`src/rtl/tlc_pkg.sv`:
```
// Shared constants and types for the traffic light controller front end.
// Holds default synchronizer/debounce depths, parameter bus widths and the walk latch states.
package tlc_pkg;

  localparam int SYNC_STAGES_DEF     = 2;
  localparam int DEBOUNCE_CYCLES_DEF = 4;
  localparam int PARAM_SEL_W         = 2;
  localparam int PARAM_VAL_W         = 4;

  typedef enum logic {
    IDLE    = 1'b0,
    PENDING = 1'b1
  } walk_state_t;

endpackage

```
`src/rtl/request_conditioner_if.sv`:
```
// Controller-facing bundle of the request conditioner.
// The master side is the conditioner; the slave side is the top controller.
interface request_conditioner_if;
  import tlc_pkg::*;

  logic                   sensor_clean;
  logic                   walk_pending;
  logic                   walk_clear;
  logic                   reprogram_pulse;
  logic [PARAM_SEL_W-1:0] param_sel;
  logic [PARAM_VAL_W-1:0] param_value;

  modport master (
    output sensor_clean, walk_pending, reprogram_pulse, param_sel, param_value,
    input  walk_clear
  );

  modport slave (
    input  sensor_clean, walk_pending, reprogram_pulse, param_sel, param_value,
    output walk_clear
  );

endinterface

```
`src/rtl/sync_debounce.sv`:
```
// One raw pin: SYNC_STAGES-deep synchronizer followed by a debounce counter.
// `rise` is high during the cycle whose closing edge takes dout from 0 to 1.
module sync_debounce
  import tlc_pkg::*;
#(
  parameter int SYNC_STAGES     = SYNC_STAGES_DEF,
  parameter int DEBOUNCE_CYCLES = DEBOUNCE_CYCLES_DEF
) (
  input  logic clock,
  input  logic reset,
  input  logic din,
  output logic dout,
  output logic rise
);

  localparam int CW = $clog2(DEBOUNCE_CYCLES) + 1;

  logic [SYNC_STAGES-1:0] sync_reg;
  logic [CW-1:0]          count_reg;
  logic                   clean_reg;
  logic                   synced;
  logic                   settle;

  assign synced = sync_reg[SYNC_STAGES-1];
  // Final disagreeing sample: the counter would reach DEBOUNCE_CYCLES on this edge.
  assign settle = (synced != clean_reg) && (count_reg == CW'(DEBOUNCE_CYCLES - 1));
  assign rise   = settle && !clean_reg;
  assign dout   = clean_reg;

  always_ff @(posedge clock or negedge reset) begin
    if (!reset) begin
      sync_reg  <= '0;
      count_reg <= '0;
      clean_reg <= 1'b0;
    end else begin
      sync_reg <= {sync_reg[SYNC_STAGES-2:0], din};
      if (synced == clean_reg) begin
        count_reg <= '0;
      end else if (settle) begin
        count_reg <= '0;
        clean_reg <= ~clean_reg;
      end else begin
        count_reg <= count_reg + 1'b1;
      end
    end
  end

endmodule

```
`src/rtl/request_conditioner.sv`:
```
// Input stage of the traffic light controller: debounced sensor, latched walk request and
// a one-shot reprogram strobe with parameter capture (built only with REPROGRAM_CAPTURE_EN).
module request_conditioner
  import tlc_pkg::*;
#(
  parameter int SYNC_STAGES     = SYNC_STAGES_DEF,
  parameter int DEBOUNCE_CYCLES = DEBOUNCE_CYCLES_DEF
) (
  input  logic                   clock,
  input  logic                   reset,
  input  logic                   sensor,
  input  logic                   walk_request,
  input  logic                   reprogram,
  input  logic [PARAM_SEL_W-1:0] time_param_selector,
  input  logic [PARAM_VAL_W-1:0] time_value,
  request_conditioner_if.master  ctrl
);

  logic        sensor_clean;
  logic        unused_sensor_rise;
  logic        unused_walk_level;
  logic        walk_rise;
  walk_state_t walk_state_reg;
  logic        walk_pending_reg;

  sync_debounce #(
    .SYNC_STAGES    (SYNC_STAGES),
    .DEBOUNCE_CYCLES(DEBOUNCE_CYCLES)
  ) u_sensor (
    .clock(clock),
    .reset(reset),
    .din  (sensor),
    .dout (sensor_clean),
    .rise (unused_sensor_rise)
  );

  sync_debounce #(
    .SYNC_STAGES    (SYNC_STAGES),
    .DEBOUNCE_CYCLES(DEBOUNCE_CYCLES)
  ) u_walk (
    .clock(clock),
    .reset(reset),
    .din  (walk_request),
    .dout (unused_walk_level),
    .rise (walk_rise)
  );

  // A fresh button press outranks a coincident acknowledge.
  always_ff @(posedge clock or negedge reset) begin
    if (!reset) begin
      walk_state_reg   <= IDLE;
      walk_pending_reg <= 1'b0;
    end else begin
      case (walk_state_reg)
        IDLE: begin
          if (walk_rise) begin
            walk_state_reg   <= PENDING;
            walk_pending_reg <= 1'b1;
          end
        end
        PENDING: begin
          if (ctrl.walk_clear && !walk_rise) begin
            walk_state_reg   <= IDLE;
            walk_pending_reg <= 1'b0;
          end
        end
      endcase
    end
  end

  assign ctrl.sensor_clean = sensor_clean;
  assign ctrl.walk_pending = walk_pending_reg;

`ifdef REPROGRAM_CAPTURE_EN
  logic [SYNC_STAGES-1:0] reprog_sync_reg;
  logic                   reprog_prev_reg;
  logic                   reprog_pulse_reg;
  logic [PARAM_SEL_W-1:0] param_sel_reg;
  logic [PARAM_VAL_W-1:0] param_value_reg;
  logic                   reprog_rise;

  assign reprog_rise = reprog_sync_reg[SYNC_STAGES-1] && !reprog_prev_reg;

  // Selector/value are sampled raw; the source keeps them steady around the strobe.
  always_ff @(posedge clock or negedge reset) begin
    if (!reset) begin
      reprog_sync_reg  <= '0;
      reprog_prev_reg  <= 1'b0;
      reprog_pulse_reg <= 1'b0;
      param_sel_reg    <= '0;
      param_value_reg  <= '0;
    end else begin
      reprog_sync_reg  <= {reprog_sync_reg[SYNC_STAGES-2:0], reprogram};
      reprog_prev_reg  <= reprog_sync_reg[SYNC_STAGES-1];
      reprog_pulse_reg <= reprog_rise;
      if (reprog_rise) begin
        param_sel_reg   <= time_param_selector;
        param_value_reg <= time_value;
      end
    end
  end

  assign ctrl.reprogram_pulse = reprog_pulse_reg;
  assign ctrl.param_sel       = param_sel_reg;
  assign ctrl.param_value     = param_value_reg;
`else
  logic unused_reprogram;
  assign unused_reprogram     = ^{reprogram, time_param_selector, time_value};
  assign ctrl.reprogram_pulse = 1'b0;
  assign ctrl.param_sel       = '0;
  assign ctrl.param_value     = '0;
`endif

endmodule

```
`src/flat_wrapper.sv`:
```
// flat-port wrapper written by rule: the top's interface ports become plain ports
module request_conditioner_flat import tlc_pkg::*;
#(
  parameter int SYNC_STAGES     = SYNC_STAGES_DEF,
  parameter int DEBOUNCE_CYCLES = DEBOUNCE_CYCLES_DEF
)
  (clock, reset, sensor, walk_request, reprogram, time_param_selector, time_value, ctrl_sensor_clean, ctrl_walk_pending, ctrl_reprogram_pulse, ctrl_param_sel, ctrl_param_value, ctrl_walk_clear);
  request_conditioner_if ctrl_i ();
  input  logic clock;
  input  logic reset;
  input  logic sensor;
  input  logic walk_request;
  input  logic reprogram;
  input  logic [PARAM_SEL_W-1:0] time_param_selector;
  input  logic [PARAM_VAL_W-1:0] time_value;
  output wire logic [$bits(ctrl_i.sensor_clean)-1:0] ctrl_sensor_clean;
  output wire logic [$bits(ctrl_i.walk_pending)-1:0] ctrl_walk_pending;
  output wire logic [$bits(ctrl_i.reprogram_pulse)-1:0] ctrl_reprogram_pulse;
  output wire logic [$bits(ctrl_i.param_sel)-1:0] ctrl_param_sel;
  output wire logic [$bits(ctrl_i.param_value)-1:0] ctrl_param_value;
  input wire logic [$bits(ctrl_i.walk_clear)-1:0] ctrl_walk_clear;
  assign ctrl_sensor_clean = ctrl_i.sensor_clean;
  assign ctrl_walk_pending = ctrl_i.walk_pending;
  assign ctrl_reprogram_pulse = ctrl_i.reprogram_pulse;
  assign ctrl_param_sel = ctrl_i.param_sel;
  assign ctrl_param_value = ctrl_i.param_value;
  assign ctrl_i.walk_clear = ctrl_walk_clear;
  request_conditioner #(.SYNC_STAGES(SYNC_STAGES), .DEBOUNCE_CYCLES(DEBOUNCE_CYCLES)) u_core (.clock(clock), .reset(reset), .sensor(sensor), .walk_request(walk_request), .reprogram(reprogram), .time_param_selector(time_param_selector), .time_value(time_value), .ctrl(ctrl_i));
endmodule
```
`config.mk`:
```
export PLATFORM = sky130hd
export DESIGN_NAME = request_conditioner_flat
export DESIGN_NICKNAME = d
export VERILOG_FILES = /design/src/rtl/tlc_pkg.sv /design/src/rtl/request_conditioner_if.sv /design/src/rtl/sync_debounce.sv /design/src/rtl/request_conditioner.sv /design/src/flat_wrapper.sv
export SDC_FILE = /design/constraint.sdc
export NUM_CORES = 1
export LEC_CHECK = 0
export ABC_AREA = 1
export BUFFER_PORTS_ARGS = -buffer_cell sky130_fd_sc_hd__buf_2
export CORE_MARGIN = 4
export CORE_UTILIZATION = 42
export DETAILED_ROUTE_END_ITERATION = 12
export PLACE_DENSITY_LB_ADDON = 0.15
export SETUP_SLACK_MARGIN = 0.3
export SYNTH_ARGS = -nofsm -noshare
export SYNTH_HDL_FRONTEND = slang
export SYNTH_HIERARCHICAL = 1
export SYNTH_SLANG_ARGS = --single-unit
```
`constraint.sdc`:
```
create_clock -name clock -period 1 [get_ports clock]
set_input_delay 0.2 -clock clock [delete_from_list [all_inputs] [get_ports clock]]
set_output_delay 0.2 -clock clock [all_outputs]
set_load 0.03 [all_outputs]
```
Yosys cells after proc, flatten, opt, wreduce, memory -nomap -nowiden
Index checks and enable logic that the tools add are counted.
{ "word_totals": {"reg_bits": 14, "input_bits": 12, "out_inout_bits": 9, "elab_cells": 42} }
{ "op_classes": {"addsub": 2, "eq_ne": 8, "n_mux": 10, "bitwise_logic": 5, "reduce_logical": 9} }
{ "ops": {"columns": ["op", "count"], "rows": [
  ["3-bit two-way mux", 4],
  ["3-bit by 1-bit adder with 3-bit output (second input constant)", 2],
  ["3-bit by 2-bit == test with 1-bit output (second input constant)", 2],
  ["2-bit AND reduction", 3],
  ["1-bit NOT", 5],
  ["1-bit logical AND", 4],
  ["1-bit two-way mux", 4],
  ["1-bit case mux with 2 select lines", 2],
  ["1-bit == test", 2],
  ["1-bit logical NOT", 2],
  ["1-bit != test", 2],
  ["2-bit by 1-bit != test with 1-bit output (second input constant)", 1],
  ["2-bit != test (second input constant)", 1]
]} }

Logic depth before layout (Yosys ltp)
Gate-level depths: netlist (run 1).
{ "logic_depth": {"word_depth": 7, "mapped_depth": 7, "ltp_nobuf": 7} }

Modules after synthesis
The synthesis (run 1) kept the hierarchy.
{ "by_module_without_submodules": {"columns": ["mod", "instances", "cells_per_inst", "area_each_um2", "seq_area_each_um2"], "rows": [
  ["sync_debounce", 2, 26, 240.2, 150.1],
  ["request_conditioner", 1, 19, 142.6, 50.0]
]} }

Worst setup path before layout (run 1)
No wires, ideal clock.
{ "synth_timing": {"kind": "register to register", "from": "register u_core.u_walk.count_reg[0]", "to": "register u_core.walk_pending_reg (netlist: u_core/ctrl.walk_pending)", "setup_ns": 0.113, "arrival_ns": 0.912, "required_ns": 0.887, "slack_ns": -0.025, "stages_incl_launch_ff": 8, "n_path_buf": 0, "period_less_slack_ns": 1.025, "cell_sequence": "dfrtp_1 -> ha_1 -> nand3_1 -> nor2_1 -> inv_1 -> nand3_1 -> nand2_1 -> inv_1"} }
{ "synth_between": {"elab_chain_len": 7, "word_cells_on_any_way": 8, "cone_classes": "3 x eq/ne; 5 x reduce/logical"} }
{ "synth_rtl": {"columns": ["item", "line_no", "source"], "rows": [
  ["from (decl)", "sync_debounce.sv:19", "logic [CW-1:0] count_reg;"],
  ["from (signal assigned)", "sync_debounce.sv:43", "count_reg <= count_reg + 1'b1;"],
  ["3-bit by 2-bit == test with 1-bit output (*)", "sync_debounce.sv:26", "assign settle = (synced != clean_reg) && (count_reg == CW'(DEBOUNCE_CYCLES - 1));"],
  ["1-bit logical AND (*)", "sync_debounce.sv:26", null],
  ["1-bit logical AND (*)", "sync_debounce.sv:27", "assign rise = settle && !clean_reg;"],
  ["net u_core.walk_rise", "request_conditioner.sv:22", "logic walk_rise;"],
  ["1-bit logical NOT", "request_conditioner.sv:62", "if (ctrl.walk_clear && !walk_rise) begin"],
  ["1-bit logical AND", "request_conditioner.sv:62", null],
  ["2-bit != test (no source line)", null, null],
  ["2-bit AND reduction (no source line) (*)", null, null],
  ["to (signal assigned)", "request_conditioner.sv:52", "walk_pending_reg <= 1'b0;"],
  ["to (signal assigned)", "request_conditioner.sv:58", "walk_pending_reg <= 1'b1;"],
  ["to (signal assigned)", "request_conditioner.sv:64", "walk_pending_reg <= 1'b0;"],
  ["to (decl)", "request_conditioner.sv:24", "logic walk_pending_reg;"]
]} }
Mark *: on every way through the listed nets, which the timed path passes. The rest lies on a longest branch.
A chain may end at the register's enable or synchronous reset.

Worst setup path in the final report (run 1)
{ "layout_timing": {"from": "register u_core.u_sensor.clean_reg (netlist: u_core/u_sensor/dout)", "to": "output port ctrl_sensor_clean"} }
{ "layout_lines": {"columns": ["item", "line_no", "source"], "rows": [
  ["from (decl)", "sync_debounce.sv:20", "logic clean_reg;"],
  ["from (signal assigned)", "sync_debounce.sv:41", "clean_reg <= ~clean_reg;"],
  ["to (decl)", "flat_wrapper.sv:16", "output wire logic [$bits(ctrl_i.sensor_clean)-1:0] ctrl_sensor_clean;"]
]} }
No word-level cell between the ends.

==> results.ini, run 1 <==
[run_status]
violations=setup timing
status=finished, violations left

[logic_synthesis]
synth_warnings=6
syn-cell-area_um2=619
syn-mean-instance-area_um2=8.85
syn-instance-count=70

[die]
num_rows=13
start_util=0.459
die_w_um=46.4
pin_count=21
core_area_um2=1350
die_area_um2=2150
die_y_um=46.4

[global_route]
grt_pass1_vias=404
antenna_found_initial=0
grt_pass1_wl_um=1590
grtUsageTotal=0.107
grt_overflow=0
grt_max_degree=15

[pwr]
switchingPower_uw=709
comb_power_share=0.384
seq_power_share=0.419
powerDensity_nw_per_um2=2490
p_total_mw=1.99
power.static_leakage_nw=0.406
p_clk_frac=0.198
intPower_mw=1.28
peakVddDrop_mv=1.25
swShare=0.356

[worst_setup_path]
cp.required_ns=0.80
path_delay_family=flip-flops
path_class=reg2out
worstSetupStartpointType=flop
critPathArrivalTime_ns=0.83
end_kind=primary output
path_cells=buf_6
crit_slowest_cell=dfrtp_2
crit_path_max_fanout=2
crit_buf_inv=1
worst_r2r_startpoint=u_core/u_walk/count_reg[0]
startpoint=u_core/u_sensor/dout
critPathMaxStageDelay_ns=0.42

[placement]
portBuffers=6
dp_hpwl_um=675
post-place-ws_ns=-0.0122
place.gp.congestion=0.655
dpl-instance-area_um2=669
dp.cells=90

[timing]
rsz0062_at_grt=yes
drv_slew=0
setup-tns-final_ns=-0.0548
holdWs_ns=0.0282
finalWorstSetupSlack_ns=-0.0348
finalWorstPathRequiredPeriod_ns=1.03
fin_crit_sh=1.03
setup_violations=3
timing.fmax_mhz=966
finalHoldViolations=0
finClkSkew_ns=0.00246

[finish]
nets=98
most-common-layout-cells=nand2_1 (13), dfrtp_1 (13), inv_1 (10), nand2_2 (8), conb_1 (7)
drive_above_1_share=0.410
instances_no_fill=98
final_area_um2=800
postLayoutCoreUtil=0.592
area_delta_synth_final_pct=29.1
antenna_cells=0

[clock_tree]
cts_buffers=3
clock_latency_ns=0.27
clock-sinks=14
clock-root-buffer=clkbuf_4
tritoncts=yes
clk_path_buf_depth=2
cts.htree.levels=1
clkSlewWorstSetupHoldPaths_ns=0.08

[detailed_routing]
vias_per_cell=4.29
routed_wl_um=937
antenna_left=0
first_pass_iters=4
wl_per_cell_um=9.56
vias=420
drc_errors=0
drtIter0Drc=5

[hold_path]
holdCritStartpoint=walk_request
hold_path.class=in2reg

[run]
max_cap_viol_count=0

-- worst reg2reg max path, delay by kind of cell (launching register included) --
kind / cells / cell delay, ns
buffers and inverters: 2 / 0.11
AND/OR/NAND/NOR: 4 / 0.23
flip-flops: 1 / 0.41
adder cells (fa/ha/maj): 1 / 0.19
-- repair_timing --
item                                    CTS  global route
gates cloned                              0             0
hold buffers                              1             0
endpoints found under the setup margin   12            12
resized for setup                        12             6
pin swaps                                 4             4
endpoints found under the hold margin    14             0
setup buffers                             2             1
-- path summary, 6_finish.rpt --
| path | cells after the start | endpoint | slack [ns] |
|---|---|---|---|
| max reg2reg | 7 | u_core/ctrl.walk_pending | -0.01 |
| min | 1 | u_core/u_walk/sync_reg[0] | 0.03 |
| min reg2reg | 0 | u_core/u_sensor/sync_reg[1] | 0.35 |
| min in group asynchronous | 2 | u_core/u_walk/count_reg[2] | 0.34 |
| max in group asynchronous | 2 | u_core/u_sensor/dout | 0.41 |
| max | 1 | ctrl_sensor_clean | -0.03 |
-- power by group through the flow --
stage | combinational (mW) | clock, mW | sequential [mW]
6_report | 0.765 | 0.394 | 0.834
5_1_grt | 0.851 | 0.448 | 0.849
4_1_cts | 0.714 | 0.411 | 0.829
3_5_place_dp | 0.541 | 0 | 0.827
3_3_place_gp | 0.524 | 0 | 0.819
2_1_floorplan | 0.376 | 0 | 0.884
-- final cells by class --
type | instances | area, µm²
timing repair buffer | 10 | 82.6
fill | 125 | 551
multi-input combinational | 41 | 258
tap | 15 | 18.8
clock buffer | 4 | 36.3
sequential | 14 | 352
inverter | 14 | 52.6
-- per-layer routing --
layer	routed length [µm]	global-route usage
met1	401	0.130
met4	10	0.0511
met3	62	0.0352
met2	463	0.170
met5	0	0
Power figures use the tool's default switching activity.
==> run 2: changes to the inputs <==
CORE_MARGIN = 2   (was 4)
CORE_UTILIZATION = 41   (was 42)
SYNTH_HIERARCHICAL = not set   (was 1)
==> results.ini, run 2 <==
[die]
die_w_um=42.2  ; -9.0%
die_area_um2=1780  ; -17%
num_rows=13  ; unchanged
start_util=0.449  ; -0.00941
pin_count=21  ; unchanged
core_area_um2=1330  ; -1.2%
die_y_um=42.2  ; -9.0%

[logic_synthesis]
synth.top_cell.area_share=0.585
synth_warnings=0  ; -6
netlist.top_cell.by_area=dfrtp_1
synth_seq_cells=14
yosysUniqueCellTypes=16
yosysMostFrequentCell=dfrtp_1
syn-mean-instance-area_um2=9.99  ; +13%
synth.area.top_cells=dfrtp_1 (58%), buf_4 (8.8%), nor2_1 (5.6%)
syn-instance-count=60  ; -14%
synth-edff-count=0
async_reset_ff_frac=1.00
ys.flop_type=dfrtp_1
synth_top_cells_by_count=dfrtp_1 (14), nor2_1 (9), inv_1 (8), nand2_1 (8), buf_4 (7)
syn-cell-area_um2=599  ; -3.2%
yosysSeqAreaShare=0.585

[timing]
finalWorstSetupSlack_ns=-0.0423  ; -0.00756 ns
drv_slew=0  ; unchanged
finClkSkew_ns=0.00104  ; -0.00142 ns
setup_violations=5  ; +2
fin_crit_sh=1.04  ; +0.00756
holdWs_ns=0.0202  ; -0.00797 ns
finalHoldViolations=0  ; unchanged
setup-tns-final_ns=-0.108  ; -0.0527 ns
finalWorstPathRequiredPeriod_ns=1.04  ; +0.00756 ns
timing.fmax_mhz=959  ; -0.72%
rsz0062_at_grt=yes

[worst_setup_path]
path_delay_family=flip-flops
path_class=reg2out
crit_buf_inv=1  ; unchanged
cp.required_ns=0.80  ; about the same
worstSetupStartpointType=flop
path_cells=buf_6
critPathArrivalTime_ns=0.84  ; about the same
crit_slowest_cell=dfrtp_2
critPathMaxStageDelay_ns=0.42  ; about the same
crit_path_max_fanout=2  ; unchanged
end_kind=primary output

[clock_tree]
clock_latency_ns=0.28  ; about the same
cts_buffers=3  ; unchanged
clkSlewWorstSetupHoldPaths_ns=0.09  ; about the same
clock-root-buffer=clkbuf_4
cts.htree.levels=1  ; unchanged
clk_path_buf_depth=2  ; unchanged
tritoncts=yes
clock-sinks=14  ; unchanged

[finish]
drive_above_1_share=0.384  ; -0.0261
nets=88  ; -10%
area_delta_synth_final_pct=23.2
final_area_um2=738  ; -7.7%
most-common-layout-cells=dfrtp_1 (13), nand2_1 (7), nor2_1 (7), conb_1 (7), inv_1 (6)
antenna_cells=0  ; unchanged
instances_no_fill=88  ; -10%
final_common_cell=dfrtp_1

[global_route]
busiest_layer=met2
grt_max_degree=15  ; unchanged
antenna_found_initial=0  ; unchanged
grt_pass1_vias=361  ; -11%
use_met1=0.126  ; -0.00422
grtUsageTotal=0.113  ; +0.00586
met3_usage=0.0388  ; +0.00364
grt_overflow=0  ; unchanged
use_met2=0.182  ; +0.0112
grt_pass1_wl_um=1480  ; -7.0%

[placement]
place.gp.congestion=0.649  ; -0.90%
dp.cells=80  ; -11%
dp_hpwl_um=611  ; -9.5%
portBuffers=6  ; unchanged
dpl-instance-area_um2=634  ; -5.2%

[hold_path]
hold_path.class=in2reg

[run]
max_cap_viol_count=0  ; unchanged

[detailed_routing]
wl_per_cell_um=10.3  ; +7.9%
antenna_left=0  ; unchanged
drtIter0Drc=3  ; -2
first_pass_iters=4  ; unchanged
vias=378  ; -10%
vias_per_cell=4.30  ; +0.23%
routed_wl_um=908  ; -3.1%
drc_errors=0  ; unchanged

[run_status]
violations=setup timing
status=finished, violations left

[pwr]
power.static_leakage_nw=0.372  ; -8.2%
peakVddDrop_mv=1.10  ; -12%
powerDensity_nw_per_um2=2530  ; +1.3%

[run 2: what timing repair did]
| item | 4_1_cts | 5_1_grt |
|---|---|---|
| hold buffers | 1 | 0 |
| endpoints found under the setup margin | 12 | 12 |
| pin swaps | 3 | 2 |
| setup buffers | 2 | 1 |
| resized for setup | 5 | 6 |
| hold endpoints to repair | 14 | 0 |
[run 2: path summary, 6_finish.rpt]
kind | from | to | slack (ns) | cells after the start
min in group asynchronous | reset | u_core.u_sensor.count_reg[2] | 0.34 | 2
max in group asynchronous | reset | u_core.u_sensor.dout | 0.40 | 2
worst max-delay path | u_core.u_sensor.dout | ctrl_sensor_clean | -0.04 | 1
worst min-delay path | sensor | u_core.u_sensor.sync_reg[0] | 0.02 | 1
worst max register to register | u_core.u_walk.count_reg[1] | u_core.u_walk.count_reg[0] | -0.03 | 5
worst min register to register | u_core.u_sensor.sync_reg[0] | u_core.u_sensor.sync_reg[1] | 0.36 | 0
[run 2: where the power goes]
part	total, mW	leakage (nW)	internal, mW	switching (mW)
Clock	0.409	0.0210	0.221	0.187
Sequential	0.780	0.177	0.698	0.0818
Combinational	0.676	0.175	0.316	0.360
Total	1.86	0.372	1.24	0.629
[run 2: kinds of logic (layout without fill, tap and decap cells)]
| kind of cell | Yosys count | after routing | share of synthesized area |
|---|---|---|---|
| other | 1 | 7 | 0.00626 |
| buffers and inverters | 16 | 23 | 0.144 |
| and+or+nand+nor | 22 | 22 | 0.163 |
| adders and majority gates | 2 | 2 | 0.0417 |
| AOI/OAI and AO/OA | 4 | 4 | 0.0459 |
| DFF | 14 | 14 | 0.585 |
| xor gates and xnor gates | 1 | 1 | 0.0146 |
[run 2: worst register-to-register path: stages (launching register included)]
cell and delay, ns:
dfrtp_1 0.38, ha_2 0.19, inv_2 0.07, nor2_4 0.05, or2_0 0.19, nor2_1 0.09
[run 2: stage by stage]
stage	power [mW]	setup slack (ns)	utilization
2_1_floorplan	1.20	0.0514	-
3_3_place_gp	1.28	-0.0152	0.476
3_5_place_dp	1.31	-0.0175	0.476
4_1_cts	1.85	-0.0460	0.539
5_1_grt	1.98	-0.112	0.553
6_report	1.86	-0.0423	0.553
[run 2: cell type report]
type                            instances  area (µm²)
Clock buffer                            4        36.3
Fill cell                             127         596
Inverter                                9        33.8
Multi-Input combinational cell         36         219
Sequential cell                        14         352
Tap cell                               15        18.8
Timing Repair Buffer                   10        78.8
[run 2: per-layer routing]
metal	share of wire	vias to the layer above
met2	0.49	14
met3	0.055	4
met5	0	-
li1	-	189
met1	0.43	171
met4	0.025	0
